`src/rtl/fa_serial_sched.sv`:
```
// Bit-serial add/subtract engine shared by two requesters. A round-robin arbiter
// feeds one full adder that walks the operands LSB-first, one bit per cycle.
module fa_serial_sched #(
  parameter int W = 8
) (
  input  logic         clk,
  input  logic         rst_n,
  input  logic         req0_valid,
  output logic         req0_ready,
  input  logic [W-1:0] req0_a,
  input  logic [W-1:0] req0_b,
  input  logic         req0_sub,
  input  logic         req1_valid,
  output logic         req1_ready,
  input  logic [W-1:0] req1_a,
  input  logic [W-1:0] req1_b,
  input  logic         req1_sub,
  output logic         res_valid,
  input  logic         res_ready,
  output logic         res_id,
  output logic [W-1:0] res_sum,
  output logic         res_carry
);

  localparam int CW = $clog2(W + 1);

  typedef enum logic [1:0] {IDLE, RUN, DONE} state_e;

  state_e         state_q, state_d;
  logic [W-1:0]   a_q, a_d;
  logic [W-1:0]   b_q, b_d;
  logic [W-1:0]   sum_q, sum_d;
  logic [CW-1:0]  cnt_q, cnt_d;
  logic           carry_q, carry_d;
  logic           id_q, id_d;
  logic           last_q, last_d;
  logic           res_valid_q, res_valid_d;

  logic           grant0, grant1, winner, win_sub;
  logic           fa_s, fa_c;
  logic [W-1:0]   s_vec;

  // On contention the requester not served last wins. Ready is gated by rst_n
  // because the state already reads IDLE while reset is still asserted.
  always_comb begin
    grant0     = req0_valid && (!req1_valid || last_q);
    grant1     = req1_valid && (!req0_valid || !last_q);
    req0_ready = rst_n && (state_q == IDLE) && grant0;
    req1_ready = rst_n && (state_q == IDLE) && grant1;
  end

  always_comb begin
    // NOTE: every _d gets a default first so no path through the case infers a latch.
    state_d  = state_q;
    a_d      = a_q;
    b_d      = b_q;
    sum_d    = sum_q;
    cnt_d    = cnt_q;
    carry_d  = carry_q;
    id_d     = id_q;
    last_d   = last_q;

    fa_s     = a_q[0] ^ b_q[0] ^ carry_q;
    fa_c     = (a_q[0] & b_q[0]) | (a_q[0] & carry_q) | (b_q[0] & carry_q);
    s_vec    = '0;
    s_vec[W-1] = fa_s;

    winner   = req1_ready;
    win_sub  = winner ? req1_sub : req0_sub;

    case (state_q)
      IDLE: begin
        if (req0_ready || req1_ready) begin
          a_d     = winner ? req1_a : req0_a;
          b_d     = winner ? req1_b : req0_b;
          // Subtract as a + ~b + 1: invert b and seed the carry with 1.
          if (win_sub) b_d = ~b_d;
          carry_d = win_sub;
          cnt_d   = '0;
          id_d    = winner;
          state_d = RUN;
        end
      end
      RUN: begin
        sum_d   = (sum_q >> 1) | s_vec;
        a_d     = a_q >> 1;
        b_d     = b_q >> 1;
        carry_d = fa_c;
        cnt_d   = cnt_q + CW'(1);
        if (cnt_q == CW'(W - 1)) state_d = DONE;
      end
      DONE: begin
        if (res_ready) begin
          state_d = IDLE;
          last_d  = id_q;
        end
      end
      default: state_d = IDLE;
    endcase

    res_valid_d = (state_d == DONE);
  end

  always_ff @(posedge clk or negedge rst_n) begin
    if (!rst_n) begin
      state_q     <= IDLE;
      a_q         <= '0;
      b_q         <= '0;
      sum_q       <= '0;
      cnt_q       <= '0;
      carry_q     <= 1'b0;
      id_q        <= 1'b0;
      last_q      <= 1'b1;
      res_valid_q <= 1'b0;
    end else begin
      // NOTE: non-blocking assignments so every flop samples pre-edge values.
      state_q     <= state_d;
      a_q         <= a_d;
      b_q         <= b_d;
      sum_q       <= sum_d;
      cnt_q       <= cnt_d;
      carry_q     <= carry_d;
      id_q        <= id_d;
      last_q      <= last_d;
      res_valid_q <= res_valid_d;
    end
  end

  assign res_valid = res_valid_q;
  assign res_sum   = sum_q;
  assign res_carry = carry_q;
  assign res_id    = id_q;

endmodule

```
`config.mk`:
```
export PLATFORM = sky130hd
export DESIGN_NAME = fa_serial_sched
export DESIGN_NICKNAME = d
export VERILOG_FILES = /design/src/rtl/fa_serial_sched.sv
export SDC_FILE = /design/constraint.sdc
export NUM_CORES = 1
export LEC_CHECK = 0
export ABC_AREA = 1
export CORE_ASPECT_RATIO = 0.6
export CORE_MARGIN = 2
export CORE_UTILIZATION = 49
export CTS_BUF_LIST = sky130_fd_sc_hd__clkbuf_4 sky130_fd_sc_hd__clkbuf_8
export DETAILED_ROUTE_END_ITERATION = 12
export MAX_ROUTING_LAYER = met4
export PLACE_DENSITY = 0.8
export SETUP_SLACK_MARGIN = 0.15
export SYNTH_ARGS = -nofsm -noshare
export SYNTH_HDL_FRONTEND = slang
export SYNTH_SLANG_ARGS = --single-unit
```
`constraint.sdc`:
```
create_clock -name clk -period 2 [get_ports clk]
set_input_delay 0.4 -clock clk [delete_from_list [all_inputs] [get_ports clk]]
set_output_delay 0.4 -clock clk [all_outputs]
set_load 0.01 [all_outputs]
```
; ---- Word-level counts from Yosys, hierarchy flattened
; Index checks and enable logic that the tools add are counted.
[op_classes]
add_sub_neg = 1
n_eq_ne = 5
muxes = 16
n_bitwise = 9
reduce_logical = 16
[op_table]
columns = cell, n
row1 = $mux 8, 5
row2 = $pmux 8 s2, 2
row3 = $not 8->8, 1
row4 = $or 7x8->8, 1
row5 = $pmux 4 s2, 1
row6 = $mux 2, 3
row7 = $pmux 2 s3, 1
row8 = $reduce_and 2->1, 3
row9 = $logic_and 1x1->1, 5
row10 = $add 4x1->4 const B, 1
row11 = $eq 2x2->1 const B, 2
row12 = $eq 4x3->1 const B, 1
row13 = $mux 4, 1
row14 = $and 1x1->1, 3
row15 = $logic_not 1->1, 3
row16 = $logic_or 1x1->1, 3
row17 = $eq 2x1->1 const B, 1
row18 = $logic_not 2->1, 1
row19 = $mux 1, 2
row20 = $ne 2x1->1 const B, 1
row21 = $or 1x1->1, 2
row22 = $pmux 1 s2, 1
row23 = $reduce_bool 2->1, 1
row24 = $xor 1x1->1, 2
[totals]
ff_bits = 34
out_inout_bits = 13
wordCells = 56

; ---- Depth between registers and ports, before layout
; Gate-level depths: netlist of run 1.
[depth]
depth_word = 9
mapped_depth = 10
mapped_depth_nobuf = 9

; ---- Least setup slack after synthesis of run 1
; OpenSTA, ideal clock, no wires.
[synth_path]
path_type = reg-to-output
from = register last_q
to = output req1_ready
t_arrival_ps = 989
required_ps = 1600
setup_slack_ps = 611
path_stages_with_launch = 6
n_path_buf = 2
cell_sequence = dfstp_2 > nand2_1 > nand2_1 > buf_6 > nor2_2 > buf_4
[synth_between]
elab_chain_cells = 4
[synth_rtl]
columns = element, line_no
row1 = from (decl), 36  ; logic last_q, last_d;
row2 = from (signal assigned), 124  ; last_q <= last_d;
row3 = $logic_not 1->1, 47  ; grant1 = req1_valid && (!req0_valid || !last_q);
row4 = $logic_or 1x1->1, 47
row5 = $logic_and 1x1->1, 47
row6 = $logic_and 1x1->1, 49  ; req1_ready = rst_n && (state_q == IDLE) && grant1;
row7 = to (decl), 14  ; output logic req1_ready,
; No other way between the ends.

; ---- Worst setup path in the final report of run 1
[layout_path]
from = input req1_valid
to = output req1_ready
[layout_between]
elab_chain_cells = 2
[layout_rtl]
columns = element, line_no
row1 = from (decl), 13  ; input logic req1_valid,
row2 = $logic_and 1x1->1, 47
row3 = $logic_and 1x1->1, 49
; No other way between the ends.

==> metrics.txt, run 1 <==
number of failing setup endpoints in the final timing report=0; number of distinct library cells after synthesis=28; Root Buffer=clkbuf_8; Max rail drop VDD=468 uV; Placement Setup Slack=-135 ps; Layout area overhead=37.8%; number of enable flip-flop cells after synthesis=0; Max Root-Sink Buffers=2; nets in the synthesized netlist=331; startpoint types=primary input; share of cells above drive strength 1=0.113; total detailed-routing wirelength=around 4.5 mm; clock-pin slew of the registers on the worst-case setup and hold paths=70 ps; die width=a little under 90 um; CTS tree=yes; largest family of logic cells by synthesized area=simple AND/OR/NAND/NOR gates; antenna diode instance count=0; Area contributors post-synth=dfrtp_1, nand2_1, nand3_1; number of standard-cell rows in the floorplan=18; CP Max Fanout=2; Tmin final=between 1500 and 2000 ps; post-synthesis share of cell area spent on full adders, half adders and majority gates=0.0157; Gate Count Post-Synth=290; simple logic cell fraction of the synthesized area=0.362; grt ovf=0; via count of the routed design=about 2000; pin count of the biggest net entering global routing=24; required time of the worst setup path=1600 ps; number of global-route vias before repair=1826; post-synthesis cell area=slightly above 2000 um2; clock sinks=34; xor and xnor area share after synthesis=0.00422; placeable core region=4100 um2; arrival time at the worst endpoint=1410 ps; total half-perimeter wirelength after legalization and detailed placement=about 3.4 mm; result of the run=complete, no violations; worst min-delay path category=in2async; first drt pass iteration count=4; PwrDens=1240 nW/um2; setup repair after global routing missed its margin=yes; post-synthesis async set-or-reset flop share=1.00; # Post-CTS Setup Buffers=0; number of routed nets with antenna violations=0; CTS Buf Count=5; multiplexer share of the synthesized area=0; launching point of the worst reg2reg path=last_q; Finished Cell Area=2860 um2; number of hold violations in the final report=0; max-capacitance violation count=0; count of input and output buffers=51; vertical die dimension=54.4 um; global-route wire length before repair=between 7 and 8 mm; die outline area=4790 um2; IO Pins=between 50 and 60; CTS Hold Bufs=0; H-tree levels=2; relative max-transition margin=0.632; static power due to leakage=0.00144 uW; kind of critical path=in2out; most common flop cell mapped by yosys=dfrtp_1; number of vias per cell=4.82; Mean Syn Cell Area=7.16 um2; worst setup margin=190 ps; ordered cell list for the critical path=clkdlybuf4s50_1 > nand2_2 > nor2_4 > dlygate4sd2_1; nets=roughly 400; Synth top area share=0.398; crit share post-route=0.905; area of placed instances=2710 um2; yosys warns=0; clock network latency to the later pin of the worst-skew pair=290 ps; part of the Yosys area used for sequential elements=0.410; global router's overall resource usage=0.220; worst clock skew=4.66 ps; largest area contributor in the netlist=dfrtp_1; Least-Margin Pin Slew=approximately 550 ps; max-slew violation total from the final report=0; share of the synthesized area in compound gates (AO/OA/AOI/OAI)=0.101; DRC violation count after routing=0; mean routed wirelength per cell=10.9 um; largest incremental delay on the critical path=500 ps; Yosys reg bits=34; drt first-iter violations=67; slowest library cell on the worst path=clkdlybuf4s50_1; placer's final routability congestion estimate=0.851; antenna violations before repair=0; highest clock rate=552 MHz; kind of end point of the critical path=output pin; Initial Util=0.507; Critical Path Source=req1_valid
layout by cell type (no fill, tap or decap), drive strengths merged:
cell type,n
nor2,28
clkinv,1
fa,1
buf,15
dlygate4sd2,1
nand4,1
xor2,1
o21bai,9
ha,1
dfrtp,33
clkbuf,6
a21oi,1
o21ai,13
o211ai,7
clkdlybuf4s50,48
nand2,118
dfstp,1
inv,37
bufinv,2
o31ai,2
nand3,27
metrics by stage:
| stage | std cells | power, uW | util | hold WS (ps) | TNS (ps) |
|---|---|---|---|---|---|
| 2_1_floorplan | 290 | 2250 | - | 104 | 0 |
| 3_5_place_dp | 405 | 2790 | 0.660 | 411 | -525 |
| 6_report | 413 | 3550 | 0.698 | 102 | 0 |
| 5_1_grt | 413 | 3860 | 0.698 | 98.9 | 0 |
| 4_1_cts | 413 | 3570 | 0.693 | 102 | 0 |
| 3_3_place_gp | 405 | 2730 | 0.660 | 407 | -212 |
cell type report:
cell class	instances	area [um2]
well taps	60	75.1
fillers	335	1240
inverters	37	141
flip-flops and latches	34	852
repair buffers	65	633
multi-input cells	209	1020
clock buffers	5	68.8
clock inverters	3	68.8
registers in the layout (all words and copies together), names as in the netlist:
register / count
a_q: 8
b_q: 8
cnt_q: 4
last_q: 1
res_carry: 1
res_id: 1
res_sum: 8
res_valid: 1
state_q: 2
kinds of logic (layout without fill, tap and decap cells):
logic type,after synthesis,after routing
compound gates,32,32
simple gates,174,174
buf+inv,47,110
flops,34,34
fa+ha+maj,2,2
xor+xnor,1,1
worst paths after layout:
check,cells past startpoint,end,slack (ps)
max reg2reg,11,b_q[3],360
min reg2reg,2,b_q[7],480
max,4,req1_ready,190
min in group clk,2,b_q[7],480
min,1,last_q,100
max in group asynchronous,2,b_q[7],1650
report_power, final:
group / internal (uW) / switching (uW) / total, uW
registers: 999 / 171 / 1170
logic: 697 / 925 / 1620
clock network: 499 / 260 / 759
total: 2200 / 1360 / 3550
cell usage after synthesis, types with 2 or more instances:
cell type / number
o21bai_1: 8
clkbuf_1: 2
inv_1: 33
nand3_1: 26
o211ai_1: 7
dfrtp_1: 33
nor2_1: 26
o31ai_1: 2
nand2_2: 3
inv_2: 3
buf_6: 5
o21ai_0: 13
nand2_1: 113
buf_2: 2
critical path, delay by kind of cell:
family                 cells  cell delay, ps
buffers and inverters      2             780
AND/OR/NAND/NOR            2             230
what timing repair did:
action	4_1_cts	5_1_grt
setup endpoints to repair	2	9
pin swaps	0	1
gates resized for setup	2	8
per-layer routing:
layer,part of all wire,GRT usage,vias up
met2,0.45,0.364,57
met4,0.011,0.0758,0
met1,0.48,0.269,895
li1,-,-,1030
met3,0.058,0.0543,7
met5,0,-,-
No activity file was read; power rests on OpenSTA's default activity.
==> run 2: changes to the inputs <==
--- a/config.mk
+++ b/config.mk
@@ -7,5 +7,4 @@
 export LEC_CHECK = 0
 export ABC_AREA = 1
-export CORE_ASPECT_RATIO = 0.6
 export CORE_MARGIN = 2
 export CORE_UTILIZATION = 49
==> constraint.sdc (replaced) <==
create_clock -name clk -period 2 [get_ports clk]
set_input_delay 0.3 -clock clk [delete_from_list [all_inputs] [get_ports clk]]
set_output_delay 0.3 -clock clk [all_outputs]
set_load 0.01 [all_outputs]
==> run 2 against run 1 <==
Cell count is 3.4% lower. Sequential cell count stayed put. Final area is 3.2% lower. Largest cell class unchanged.
==> metrics.txt, run 2 (synthesized netlist as in run 1, its figures left out) <==
kind of critical path=reg2out; clock-pin slew of the registers on the worst-case setup and hold paths=70 ps (about the same); drt first-iter violations=115 (+72%); placer's final routability congestion estimate=0.840 (-1.4%); static power due to leakage=0.00141 uW (-2.4%); highest clock rate=577 MHz (+4.4%); startpoint types=flop; number of failing setup endpoints in the final timing report=0 (unchanged); Tmin final=1730 ps (-77.0 ps); Max Root-Sink Buffers=2 (unchanged); max-slew violation total from the final report=0 (unchanged); CTS Hold Bufs=0 (unchanged); worst hold-check slack=479 ps (+378 ps); antenna diode instance count=0 (unchanged); CTS Buf Count=5 (unchanged); arrival time at the worst endpoint=1430 ps (+20 ps); clock sinks=34 (unchanged); largest delay contributor family on the critical path=flip-flops; slowest library cell on the worst path=dfrtp_2; relative max-transition margin=0.643 (+0.0116); antenna violations before repair=0 (unchanged); total placed cells including tap cells=391 (-3.5%); Max rail drop VDD=528 uV (+13%); worst clock skew=4.01 ps (-0.652 ps); number of non-filler instances in the completed layout=399 (-3.4%); global router's overall resource usage=0.217 (-0.00295); largest incremental delay on the critical path=450 ps (-50 ps); Levels on crit path=4 (unchanged); internal reg-to-reg setup slack=320 ps (-40 ps); kind of end point of the critical path=output pin; PwrDens=1220 nW/um2 (-1.8%); die outline area=4780 um2 (-0.36%); number of global-route vias before repair=1901 (+4.1%); Layout area overhead=33.3%; vertical die dimension=69.1 um (+27%); required time of the worst setup path=1700 ps (+100 ps); count of input and output buffers=51 (unchanged); number of standard-cell rows in the floorplan=23 (+5); worst hold start=a_q[7]; total detailed-routing wirelength=4.52 mm (about the same); global-route wire length before repair=8.12 mm (+5.0%); nets=389 (-1.0%); DRC violation count after routing=0 (unchanged); placeable core region=4030 um2 (-1.7%); commonest non-fill, non-tap cells in the layout=nand2_1, clkdlybuf4s50_1, inv_1; final-layout fill cell count=345 (+3.0%); hold depth=2; worst min-delay path category=reg2reg; r2r endpoint=a_q[3]; IO Pins=52 (unchanged); via count of the routed design=1979 (-0.50%); commonest non-fill, non-tap cell in the layout=nand2_1; pin count of the biggest net entering global routing=35 (+46%); number of routed nets with antenna violations=0 (unchanged); CP Max Fanout=5 (+3); mean routed wirelength per cell=11.3 um (+3.6%); setup_tns=0 ps (unchanged); clock network latency to the later pin of the worst-skew pair=280 ps (about the same); first drt pass iteration count=4 (unchanged); endpoint of the worst hold-timing path=a_q[7]; CTS tree=yes; Least-Margin Pin Slew=534 ps (-17.3 ps); H-tree levels=2 (unchanged); die width=69.1 um (-22%); number of vias per cell=4.96 (+3.0%); Root Buffer=clkbuf_8; launching point of the worst reg2reg path=last_q; total half-perimeter wirelength after legalization and detailed placement=3.39 mm (+0.80%); share of cells above drive strength 1=0.100 (-0.0130); cells on worst reg2reg path=8 (-3); result of the run=complete, no violations; setup repair after global routing missed its margin=no; ordered cell list for the critical path=nor2_2 > nand2_1 > nor2_1 > dlygate4sd2_1; # Post-CTS Setup Buffers=0 (unchanged); Initial Util=0.516 (+0.00881); grt ovf=0 (unchanged); crit share post-route=0.867 (-0.0385); number of hold violations in the final report=0 (unchanged); Crit path buffers/inverters=1 (-1); max-capacitance violation count=0 (unchanged)
==> run 2: how the worst max path moves through the flow <==
stage	startpoint	end	slack [ps]
after floorplan	last_q	a_q[5]	620
after global placement	req0_valid	req0_ready	90
after detailed placement	req1_valid	b_q[7]	50
after CTS	state_q[0]	req0_ready	250
after global routing	last_q	a_q[3]	170
final	state_q[0]	req0_ready	270
==> run 2: layout make-up <==
type	count	area, um2	area share
Multi-Input combinational cell	209	1010	0.364
Tap cell	50	62.6	0.0226
Clock buffer	5	68.8	0.0249
Clock inverter	3	40.0	0.0145
Timing Repair Buffer	61	596	0.215
Sequential cell	34	853	0.308
Inverter	37	141	0.0511
==> run 2: metal layers <==
metal | GRT usage | up-vias | wire length, um
li1 | - | 1023 | -
met1 | 0.254 | 901 | 1920
met2 | 0.363 | 45 | 2330
met3 | 0.0497 | 10 | 163
met4 | 0.0806 | 0 | 106
met5 | - | - | 0
==> run 2: where the power goes <==
group / leakage (uW) / switching (uW) / internal [uW]
clock network: 0.0000579 / 253 / 367
registers: 0.000426 / 183 / 1000
logic: 0.000921 / 905 / 665
==> run 2: timing repair <==
action	4_1_cts	5_1_grt
endpoints found under the setup margin	2	9
gates cloned	0	0
gates resized for setup	3	2
==> run 2: stage by stage <==
stage / util / area, um2 / setup WS, ps / power (uW)
floorplan: - / 2080 / 623 / 2250
global placement: 0.659 / 2660 / 91.2 / 2710
detailed placement: 0.659 / 2660 / 46.9 / 2780
CTS: 0.686 / 2770 / 251 / 3410
global route: 0.687 / 2770 / 171 / 3680
finish: 0.687 / 2770 / 267 / 3370
==> run 2: tightest hold or removal path: cells and delay by family (launching register included) <==
kind / cells / cell delay (ps)
flip-flops: 1 / 350
AND/OR/NAND/NOR: 2 / 110
==> run 3: changes to the inputs <==
- CTS_BUF_LIST: sky130_fd_sc_hd__clkbuf_4 sky130_fd_sc_hd__clkbuf_8 -> sky130_fd_sc_hd__clkbuf_8 sky130_fd_sc_hd__clkbuf_16
- SKIP_CTS_REPAIR_TIMING: default -> 1
==> run 3 against run 2 <==
Total power hardly changed. Register-to-register slack hardly changed. Clock power hardly changed. Non-clock buffer count stayed put. Via count hardly changed. Count of clock-buffer cells in the layout stayed put. Die area stayed put. Sequential power hardly changed. Worst setup slack better by 56 ps. Hold slack hardly changed. Sequential cell count stayed put.
==> metrics.txt, run 3 (synthesized netlist as in run 1, its figures left out) <==
startpoint types=flop; clock-pin slew of the registers on the worst-case setup and hold paths=70 ps (about the same); required time of the worst setup path=2160 ps (+460 ps); number of routed nets with antenna violations=0 (unchanged); die outline area=4780 um2 (unchanged); Root Buffer=clkbuf_8; CP Max Fanout=18 (+13); result of the run=complete, no violations; nets=389 (unchanged); Critical Path Source=last_q; IO Pins=52 (unchanged); first drt pass iteration count=4 (unchanged); global router's overall resource usage=0.217 (unchanged); number of standard-cell rows in the floorplan=23 (unchanged); commonest non-fill, non-tap cell in the layout=nand2_1; slowest library cell on the worst path=dfstp_2; global-route wire length before repair=8.12 mm (unchanged); arrival time at the worst endpoint=1840 ps (+410 ps); worst hold-check slack=479 ps (-0.244 ps); commonest non-fill, non-tap cells in the layout=nand2_1, clkdlybuf4s50_1, inv_1; count of input and output buffers=51 (unchanged); clock network latency to the later pin of the worst-skew pair=280 ps (about the same); H-tree levels=2 (unchanged); kind of critical path=reg2reg; drt first-iter violations=119 (+3.5%); number of global-route vias before repair=1900 (-0.053%); antenna violations before repair=0 (unchanged); Max rail drop VDD=527 uV (-0.32%); Crit path buffers/inverters=2 (+1); DRC violation count after routing=0 (unchanged); number of failing setup endpoints in the final timing report=0 (unchanged); worst min-delay path category=reg2reg; static power due to leakage=0.00143 uW (+1.9%); pin count of the biggest net entering global routing=35 (unchanged); total half-perimeter wirelength after legalization and detailed placement=3.39 mm (unchanged); Initial Util=0.516 (unchanged); total detailed-routing wirelength=4.53 mm (+0.13%); placer's final routability congestion estimate=0.840 (unchanged); placeable core region=4030 um2 (unchanged); internal reg-to-reg setup slack=320 ps (about the same); grt ovf=0 (unchanged); Least-Margin Pin Slew=536 ps (+2.17 ps); max-slew violation total from the final report=0 (unchanged); CTS tree=yes; crit-path most repeated cell=nand2_1; Tmin final=1680 ps (-55.7 ps); setup repair after global routing missed its margin=no; Max Root-Sink Buffers=2 (unchanged); largest incremental delay on the critical path=550 ps (+100 ps); launching point of the worst reg2reg path=last_q; kind of end point of the critical path=flop; share of cells above drive strength 1=0.100 (unchanged); antenna diode instance count=0 (unchanged); max-capacitance violation count=0 (unchanged); relative max-transition margin=0.642 (-0.00145); largest delay contributor family on the critical path=flip-flops; worst clock skew=3.20 ps (-0.807 ps); highest clock rate=596 MHz (+3.3%); via count of the routed design=1980 (+0.051%); worst hold start=a_q[7]; CTS Buf Count=5 (unchanged); die width=69.1 um (unchanged); Layout area overhead=33.7%; clock sinks=34 (unchanged); number of hold violations in the final report=0 (unchanged); ordered cell list for the critical path=nand2_1 > nand2_1 > buf_4 > inv_2 > nand2_8 > nand2_2 > o211ai_1 > nand3_1; mean routed wirelength per cell=11.4 um (+0.13%); setup_tns=0 ps (unchanged); PwrDens=1220 nW/um2 (-0.18%); number of vias per cell=4.96 (about the same); crit share post-route=0.839 (-0.0279); vertical die dimension=69.1 um (unchanged)
run 3: cell count changes in the layout (fill, tap and decap cells not counted):
cell,before,now
dlygate4sd2_1,2,0
dlymetal6s2s_1,0,2
run 3: layer usage:
| layer | vias up | track usage | part of all wire |
|---|---|---|---|
| met4 | 0 | 0.0806 | 0.023 |
| met5 | - | - | 0 |
| met1 | 901 | 0.254 | 0.42 |
| met2 | 46 | 0.363 | 0.52 |
| met3 | 10 | 0.0497 | 0.035 |
| li1 | 1023 | - | - |
run 3: where the power goes:
group | switching, uW | total [uW] | internal, uW | leakage, uW
Sequential | 183 | 1180 | 1000 | 0.000426
Clock | 252 | 619 | 367 | 0.0000579
Combinational | 906 | 1570 | 668 | 0.000947
run 3: final cells by class:
type | count | area, um2
Fill cell | 343 | 1250
Multi-Input combinational cell | 209 | 1010
Sequential cell | 34 | 853
Timing Repair Buffer | 61 | 603
Inverter | 37 | 141
Clock buffer | 5 | 68.8
Tap cell | 50 | 62.6
Clock inverter | 3 | 40.0
run 3: final timing paths:
kind,end,cells after the start
max,a_q[3],8
min,a_q[7],2
max reg2reg,a_q[3],8
min reg2reg,a_q[7],2
max in group asynchronous,last_q,3
min in group asynchronous,res_id,3
run 3: metrics by stage:
step | util | worst slack (ps) | power (uW) | instance area, um2 | instances
finish | 0.689 | 322 | 3380 | 2780 | 399
global route | 0.689 | 171 | 3680 | 2780 | 399
CTS | 0.686 | -63.0 | 3410 | 2770 | 399
detailed placement | 0.659 | 46.9 | 2780 | 2660 | 391
global placement | 0.659 | 91.2 | 2710 | 2660 | 391
floorplan | - | 623 | 2250 | 2080 | 290
run 3: worst reg2reg max path, cell delays in order, from the launching register on:
cell and delay (ps):
dfstp_2 550, nand2_1 50, nand2_1 80, buf_4 190, inv_2 80, nand2_8 100, nand2_2 220, o211ai_1 180
nand3_1 100
